[config.mk]
export PLATFORM = sky130hd
export DESIGN_NAME = mult8_seq_ctrl_flat
export DESIGN_NICKNAME = d
export VERILOG_FILES = /design/src/rtl/mult8_seq_ctrl_if.sv /design/src/rtl/mult8_seq_ctrl.sv /design/src/flat_wrapper.sv
export SDC_FILE = /design/constraint.sdc
export NUM_CORES = 1
export LEC_CHECK = 0
export ABC_AREA = 0
export CAP_MARGIN = 15
export CORE_ASPECT_RATIO = 0.6
export CORE_UTILIZATION = 45
export DETAILED_ROUTE_END_ITERATION = 8
export MAX_ROUTING_LAYER = met4
export PLACE_DENSITY_LB_ADDON = 0.3
export SKIP_CTS_REPAIR_TIMING = 1
export SLEW_MARGIN = 0
export SYNTH_ARGS = -nofsm -noshare
export SYNTH_HDL_FRONTEND = slang
export SYNTH_SLANG_ARGS = --single-unit
[constraint.sdc]
create_clock -name clk -period 7.45 [get_ports clk]
set_input_delay 0.745 -clock clk [delete_from_list [all_inputs] [get_ports clk]]
set_output_delay 0.745 -clock clk [all_outputs]
set_load 0.02 [all_outputs]
[src/rtl/mult8_seq_ctrl_if.sv]
// mult8_seq_ctrl_if
// Request/response bundle for the sequential 8x8 multiplier.
//   start : request a multiply (driven by master)
//   a, b  : 8-bit operands, latched by the slave on an accepted start
//   busy  : slave is stepping through partial products
//   done  : one-cycle pulse when p becomes valid
//   p     : 16-bit product, held until the next completion or reset
interface mult8_seq_ctrl_if;
  logic        start;
  logic [7:0]  a;
  logic [7:0]  b;
  logic        busy;
  logic        done;
  logic [15:0] p;

  modport master (output start, output a, output b,
                  input  busy,  input  done, input p);
  modport slave  (input  start, input  a, input  b,
                  output busy,  output done, output p);
endinterface

[src/rtl/mult8_seq_ctrl.sv]
// mult8_seq_ctrl
// Unsigned 8x8 -> 16 multiplier that time-shares one Mult_4x4 array
// multiplier over the four nibble partial products, one per cycle, and
// shift-accumulates them. A one-cycle done pulse marks a new product.
//
// Ports:
//   clk : clock, rising edge
//   rst : synchronous active-high reset (wins over start)
//   bus : mult8_seq_ctrl_if.slave (start, a, b in; busy, done, p out)
//
// Build option:
//   MULT8_ZERO_SKIP_EN - when defined, partial-product steps whose nibble
//   pair contains a zero nibble are skipped; latency becomes
//   max(1, enabled steps). The product value is unchanged.

// Shared 4x4 unsigned array multiplier.
module Mult_4x4 (
  input  logic [3:0] a,
  input  logic [3:0] b,
  output logic [7:0] p
);
  assign p = {4'h0, a} * {4'h0, b};
endmodule

module mult8_seq_ctrl (
  input  logic             clk,
  input  logic             rst,
  mult8_seq_ctrl_if.slave  bus
);

  typedef enum logic [1:0] {
    ST_IDLE = 2'd0,
    ST_MUL  = 2'd1,
    ST_DONE = 2'd2
  } state_t;

  state_t      state_r, state_nxt_s;
  logic [1:0]  k_r, k_nxt_s;
  logic [3:0]  mask_r, mask_nxt_s;
  logic [7:0]  a_r, a_nxt_s;
  logic [7:0]  b_r, b_nxt_s;
  logic [15:0] acc_r, acc_nxt_s;
  logic [15:0] p_r, p_nxt_s;
  logic        busy_r, busy_nxt_s;
  logic        done_r, done_nxt_s;

  logic [3:0]  nib_a_s, nib_b_s;
  logic [7:0]  pp_s;
  logic [15:0] pp_shift_s;
  logic [15:0] add_s;
  logic [15:0] sum_s;
  logic [3:0]  accept_mask_s;
  logic        last_s;

  // Lowest enabled step; an empty mask still runs one (empty) step at k=0.
  function automatic logic [1:0] first_step(input logic [3:0] m);
    logic [1:0] r;
    if (m[0])      r = 2'd0;
    else if (m[1]) r = 2'd1;
    else if (m[2]) r = 2'd2;
    else if (m[3]) r = 2'd3;
    else           r = 2'd0;
    return r;
  endfunction

  // True when some step above k is still enabled.
  function automatic logic later_step(input logic [3:0] m, input logic [1:0] k);
    logic r;
    case (k)
      2'd0:    r = |m[3:1];
      2'd1:    r = |m[3:2];
      2'd2:    r = m[3];
      default: r = 1'b0;
    endcase
    return r;
  endfunction

  // Next enabled step above k; only meaningful when later_step() is true.
  function automatic logic [1:0] next_step(input logic [3:0] m, input logic [1:0] k);
    logic [1:0] r;
    case (k)
      2'd0: begin
        if (m[1])      r = 2'd1;
        else if (m[2]) r = 2'd2;
        else           r = 2'd3;
      end
      2'd1: begin
        if (m[2]) r = 2'd2;
        else      r = 2'd3;
      end
      default: r = 2'd3;
    endcase
    return r;
  endfunction

  // Step mask computed from the incoming operands at accept time.
`ifdef MULT8_ZERO_SKIP_EN
  assign accept_mask_s = {
    (|bus.a[7:4]) & (|bus.b[7:4]),
    (|bus.a[3:0]) & (|bus.b[7:4]),
    (|bus.a[7:4]) & (|bus.b[3:0]),
    (|bus.a[3:0]) & (|bus.b[3:0])
  };
`else
  assign accept_mask_s = 4'b1111;
`endif

  // Nibble-select mux feeding the shared multiplier.
  always_comb begin
    nib_a_s = a_r[3:0];
    nib_b_s = b_r[3:0];
    case (k_r)
      2'd0:    begin nib_a_s = a_r[3:0]; nib_b_s = b_r[3:0]; end
      2'd1:    begin nib_a_s = a_r[7:4]; nib_b_s = b_r[3:0]; end
      2'd2:    begin nib_a_s = a_r[3:0]; nib_b_s = b_r[7:4]; end
      2'd3:    begin nib_a_s = a_r[7:4]; nib_b_s = b_r[7:4]; end
      default: begin nib_a_s = 4'h0;     nib_b_s = 4'h0;     end
    endcase
  end

  Mult_4x4 u_mult (
    .a (nib_a_s),
    .b (nib_b_s),
    .p (pp_s)
  );

  // Align the partial product to its nibble weight.
  always_comb begin
    pp_shift_s = 16'h0000;
    case (k_r)
      2'd0:    pp_shift_s = {8'h00, pp_s};
      2'd1:    pp_shift_s = {4'h0, pp_s, 4'h0};
      2'd2:    pp_shift_s = {4'h0, pp_s, 4'h0};
      2'd3:    pp_shift_s = {pp_s, 8'h00};
      default: pp_shift_s = 16'h0000;
    endcase
  end

  // A disabled step (only reachable with an empty mask) contributes nothing.
  assign add_s  = mask_r[k_r] ? pp_shift_s : 16'h0000;
  assign sum_s  = acc_r + add_s;
  assign last_s = ~later_step(mask_r, k_r);

  // Next-state, datapath and output decode.
  always_comb begin
    state_nxt_s = state_r;
    k_nxt_s     = k_r;
    mask_nxt_s  = mask_r;
    a_nxt_s     = a_r;
    b_nxt_s     = b_r;
    acc_nxt_s   = acc_r;
    p_nxt_s     = p_r;
    case (state_r)
      ST_IDLE, ST_DONE: begin
        if (bus.start) begin
          a_nxt_s     = bus.a;
          b_nxt_s     = bus.b;
          acc_nxt_s   = 16'h0000;
          mask_nxt_s  = accept_mask_s;
          k_nxt_s     = first_step(accept_mask_s);
          state_nxt_s = ST_MUL;
        end else begin
          state_nxt_s = ST_IDLE;
        end
      end
      ST_MUL: begin
        // start is ignored here; operands stay as latched.
        acc_nxt_s = sum_s;
        if (last_s) begin
          p_nxt_s     = sum_s;
          state_nxt_s = ST_DONE;
        end else begin
          k_nxt_s     = next_step(mask_r, k_r);
          state_nxt_s = ST_MUL;
        end
      end
      default: begin
        state_nxt_s = ST_IDLE;
      end
    endcase
    busy_nxt_s = (state_nxt_s == ST_MUL);
    done_nxt_s = (state_nxt_s == ST_DONE);
  end

  // State, datapath and registered outputs with synchronous reset.
  always_ff @(posedge clk) begin
    if (rst) begin
      state_r <= ST_IDLE;
      k_r     <= 2'd0;
      mask_r  <= 4'h0;
      a_r     <= 8'h00;
      b_r     <= 8'h00;
      acc_r   <= 16'h0000;
      p_r     <= 16'h0000;
      busy_r  <= 1'b0;
      done_r  <= 1'b0;
    end else begin
      state_r <= state_nxt_s;
      k_r     <= k_nxt_s;
      mask_r  <= mask_nxt_s;
      a_r     <= a_nxt_s;
      b_r     <= b_nxt_s;
      acc_r   <= acc_nxt_s;
      p_r     <= p_nxt_s;
      busy_r  <= busy_nxt_s;
      done_r  <= done_nxt_s;
    end
  end

  assign bus.busy = busy_r;
  assign bus.done = done_r;
  assign bus.p    = p_r;

endmodule

[src/flat_wrapper.sv]
// flat-port wrapper written by rule: the top's interface ports become plain ports
module mult8_seq_ctrl_flat 
  (clk, rst, bus_start, bus_a, bus_b, bus_busy, bus_done, bus_p);
  mult8_seq_ctrl_if bus_i ();
  input  logic clk;
  input  logic rst;
  input wire logic [$bits(bus_i.start)-1:0] bus_start;
  input wire logic [$bits(bus_i.a)-1:0] bus_a;
  input wire logic [$bits(bus_i.b)-1:0] bus_b;
  output wire logic [$bits(bus_i.busy)-1:0] bus_busy;
  output wire logic [$bits(bus_i.done)-1:0] bus_done;
  output wire logic [$bits(bus_i.p)-1:0] bus_p;
  assign bus_i.start = bus_start;
  assign bus_i.a = bus_a;
  assign bus_i.b = bus_b;
  assign bus_busy = bus_i.busy;
  assign bus_done = bus_i.done;
  assign bus_p = bus_i.p;
  mult8_seq_ctrl u_core (.clk(clk), .rst(rst), .bus(bus_i));
endmodule
==> metrics.txt <==
multi-input logic area ~2200 um^2; RSZ-0062 raised after global routing false; clk_lat worst skew 0.30 ns; max_cap viols 0; Critical Path End u_core.acc_r[14]; worst vdd ir 0.0000888 V; Peak Freq ~0.16 GHz; clk buf depth 2; Cell Pwr Density about 160 nW/um^2; gr ovfl total 0; Post-Syn Nets 504; TritonCTS Buffers 5; worst r2r src u_core.k_r[0]; share of layout cells above drive strength 1 under 10%; CP Max Fanout 13; first-pass GRT wire length 15.1 mm; fin. max-slew vios 0; pre-CTS WS ~1.3 ns; synth warn 0; vias approximately 3100; # H-tree levels 2; total power between 600 and 700 uW; Die W approximately 120 um; Setup Skew 0.00399 ns; Ant. Diodes 0; setup slack, reg-to-reg about 1.2 ns; Avg WL per Cell between 15 and 20 um; worst path arrival time ~6.5 ns; period utilization a little over four fifths; io pins 37; Area growth, synth to finish 17.3%; Die Y 70.1 um; commonest non-fill, non-tap cell in the layout nand2_1; antenna violations before repair 0; Placer Congestion around 0.99; synthesized flop and latch total between 50 and 60; vias per cell ~5.4; Register Area ~1100 um^2; Setup crit start u_core.k_r[0]; First-pass DRT Iterations 5; final wirelength roughly 9 mm; Final min period ~6.3 ns; reg2reg end u_core.acc_r[14]; kind of critical path flop to flop; core area 7360 um^2; CP required 7.65 ns; largest net degree at the start of global routing 56; filler cell count 680; # setup viols final 0; DR DRC count 0; row cnt 24; post-DP HPWL between 6 and 7 mm; CP Launch Type flop; worst slew pin tran roughly 1.0 ns; worst-case reg-to-reg path depth 23; vias in the first global route between 2000 and 3000; Seq/Total Area, Yosys 31.7%; commonest non-fill, non-tap cells in the layout nand2_1, nor2_1, dfxtp_1, a21oi_1, clkdlybuf4s50_1; Distinct cells, synth 45; post-route worst setup slack 1.20 ns; clk slew on worst S/H paths roughly 0.07 ns; GRT Total Usage 25.2%; die area 8090 um^2; CTS tree built; 1st-iter DRT viols roughly 260; ANT nets after route 0; Initial Util between 40% and 50%; Final Hold Vio Count 0; CP Capture Type flop; Syn Area/Cell around 7.8 um^2; status completed; Final #Nets approximately 530; Syn Inst Count 448; slew margin rel. between 30 and 40%; clock root cell clkbuf_16; Worst Hold Class flop to flop; Synth Cell Area around 3500 um^2; Leak 1.70 nW; setup TNS 0 ns; Sink Count 55; Port Buf Inserts 36
[power by group]
part           switching (mW)  internal [mW]  total (mW)
registers             0.00669          0.302       0.309
clock network           0.112          0.168       0.280
logic                  0.0439         0.0269      0.0708
total                   0.163          0.497       0.660
[cell families (layout without fill, tap and decap cells)]
kind of cell	after synthesis	in the layout	synth area share (%)
compound gates	107	107	19.1
fa+ha+maj	37	37	14.4
xor+xnor	16	16	4.03
buf+inv	35	61	3.82
flops	55	55	31.7
mux	8	8	2.31
simple gates	190	190	24.6
[worst min path at each step]
stage,from,end,slack [ns],cells past startpoint
after floorplan,u_core.acc_r[14],u_core.acc_r[14],0.43,1
after global placement,u_core.bus.p[9],u_core.bus.p[9],0.44,2
after detailed placement,u_core.a_r[7],u_core.a_r[7],0.45,2
after CTS,u_core.a_r[7],u_core.a_r[7],0.46,2
after global routing,u_core.bus.p[0],u_core.bus.p[0],0.48,2
final,u_core.bus.p[0],u_core.bus.p[0],0.45,2
[worst max-delay path, cell delays in order, from the launching register on]
cell and delay, ns:
dfxtp_1 0.36, ha_1 0.36, nor2_1 0.44, mux2i_1 0.22
or2_2 0.36, fa_1 0.54, inv_1 0.05, fa_1 0.50
ha_1 0.33, a211oi_1 0.29, or2_2 0.19, nand2_1 0.06
a21oi_1 0.18, xnor2_1 0.19, a21oi_1 0.11, nor2b_1 0.19
ha_1 0.32, a21oi_1 0.22, o21ai_0 0.13, a221oi_2 0.28
a31oi_1 0.14, or3_1 0.38, and3b_1 0.19, a21o_1 0.14
[synth_stat cells]
library cell,n,area (um^2)
a21oi_2,1,8.76
o21bai_1,1,7.51
a211oi_1,5,37.5
and2_1,3,18.8
xnor2_1,9,78.8
a221oi_2,1,15.0
a31oi_1,4,25.0
o22ai_1,1,6.26
buf_1,1,3.75
and3b_1,1,8.76
nor3b_1,1,7.51
o221ai_1,2,17.5
a311oi_1,1,8.76
o31a_4,1,17.5
fa_1,5,100
nand4b_1,4,35.0
o21ai_0,17,85.1
a22oi_1,10,75.1
nand2b_1,5,31.3
o21a_1,5,37.5
a21oi_1,50,250
nor2b_1,9,56.3
nor2b_4,1,13.8
nor3_1,6,30.0
and3_1,6,37.5
xor2_1,7,61.3
buf_2,1,5.00
mux2i_1,8,80.1
nand4_1,1,6.26
nand2_1,75,282
a211oi_2,1,12.5
or3_1,1,6.26
ha_1,32,400
o211ai_2,1,12.5
or2_2,5,31.3
a21o_1,4,30.0
nand3_1,10,50.1
clkbuf_1,19,71.3
a21boi_0,1,7.51
dfxtp_1,55,1100
inv_1,14,52.6
o21ba_2,1,10.0
nor4_1,1,6.26
nor2_1,60,225
and4_1,1,8.76
[per-layer routing]
metal	part of all wire (%)	track usage, %
met4	0.62	3.90
met5	0	-
met2	37	31.2
met3	8.2	7.81
met1	54	39.1
[sequential cells by signal, summed over array words and instances, names as in the netlist]
register,flops
u_core.acc_r,16
u_core.bus.p,16
u_core.a_r,8
u_core.b_r,8
u_core.k_r,2
u_core.state_r,2
u_core.bus.busy,1
u_core.bus.done,1
u_core.mask_r,1
[through the flow]
stage / instances / hold WS, ns / area, um^2 / util [%]
finish: 578 / 0.454 / 4080 / 55.4
global route: 578 / 0.483 / 4080 / 55.4
CTS: 578 / 0.456 / 4080 / 55.4
detailed placement: 570 / 0.446 / 3900 / 53.0
global placement: 570 / 0.441 / 3900 / 53.0
floorplan: 448 / 0.433 / 3470 / -
[final cells by class]
| type | count | share of cell area, % |
|---|---|---|
| flip-flops and latches | 55 | 27.0 |
| well taps | 104 | 3.19 |
| inverters | 14 | 1.29 |
| multi-input cells | 358 | 55.0 |
| clock buffers | 6 | 3.41 |
| clock inverters | 2 | 0.860 |
| repair buffers | 39 | 9.27 |
Note: power is estimated with default switching activity, not from simulation.
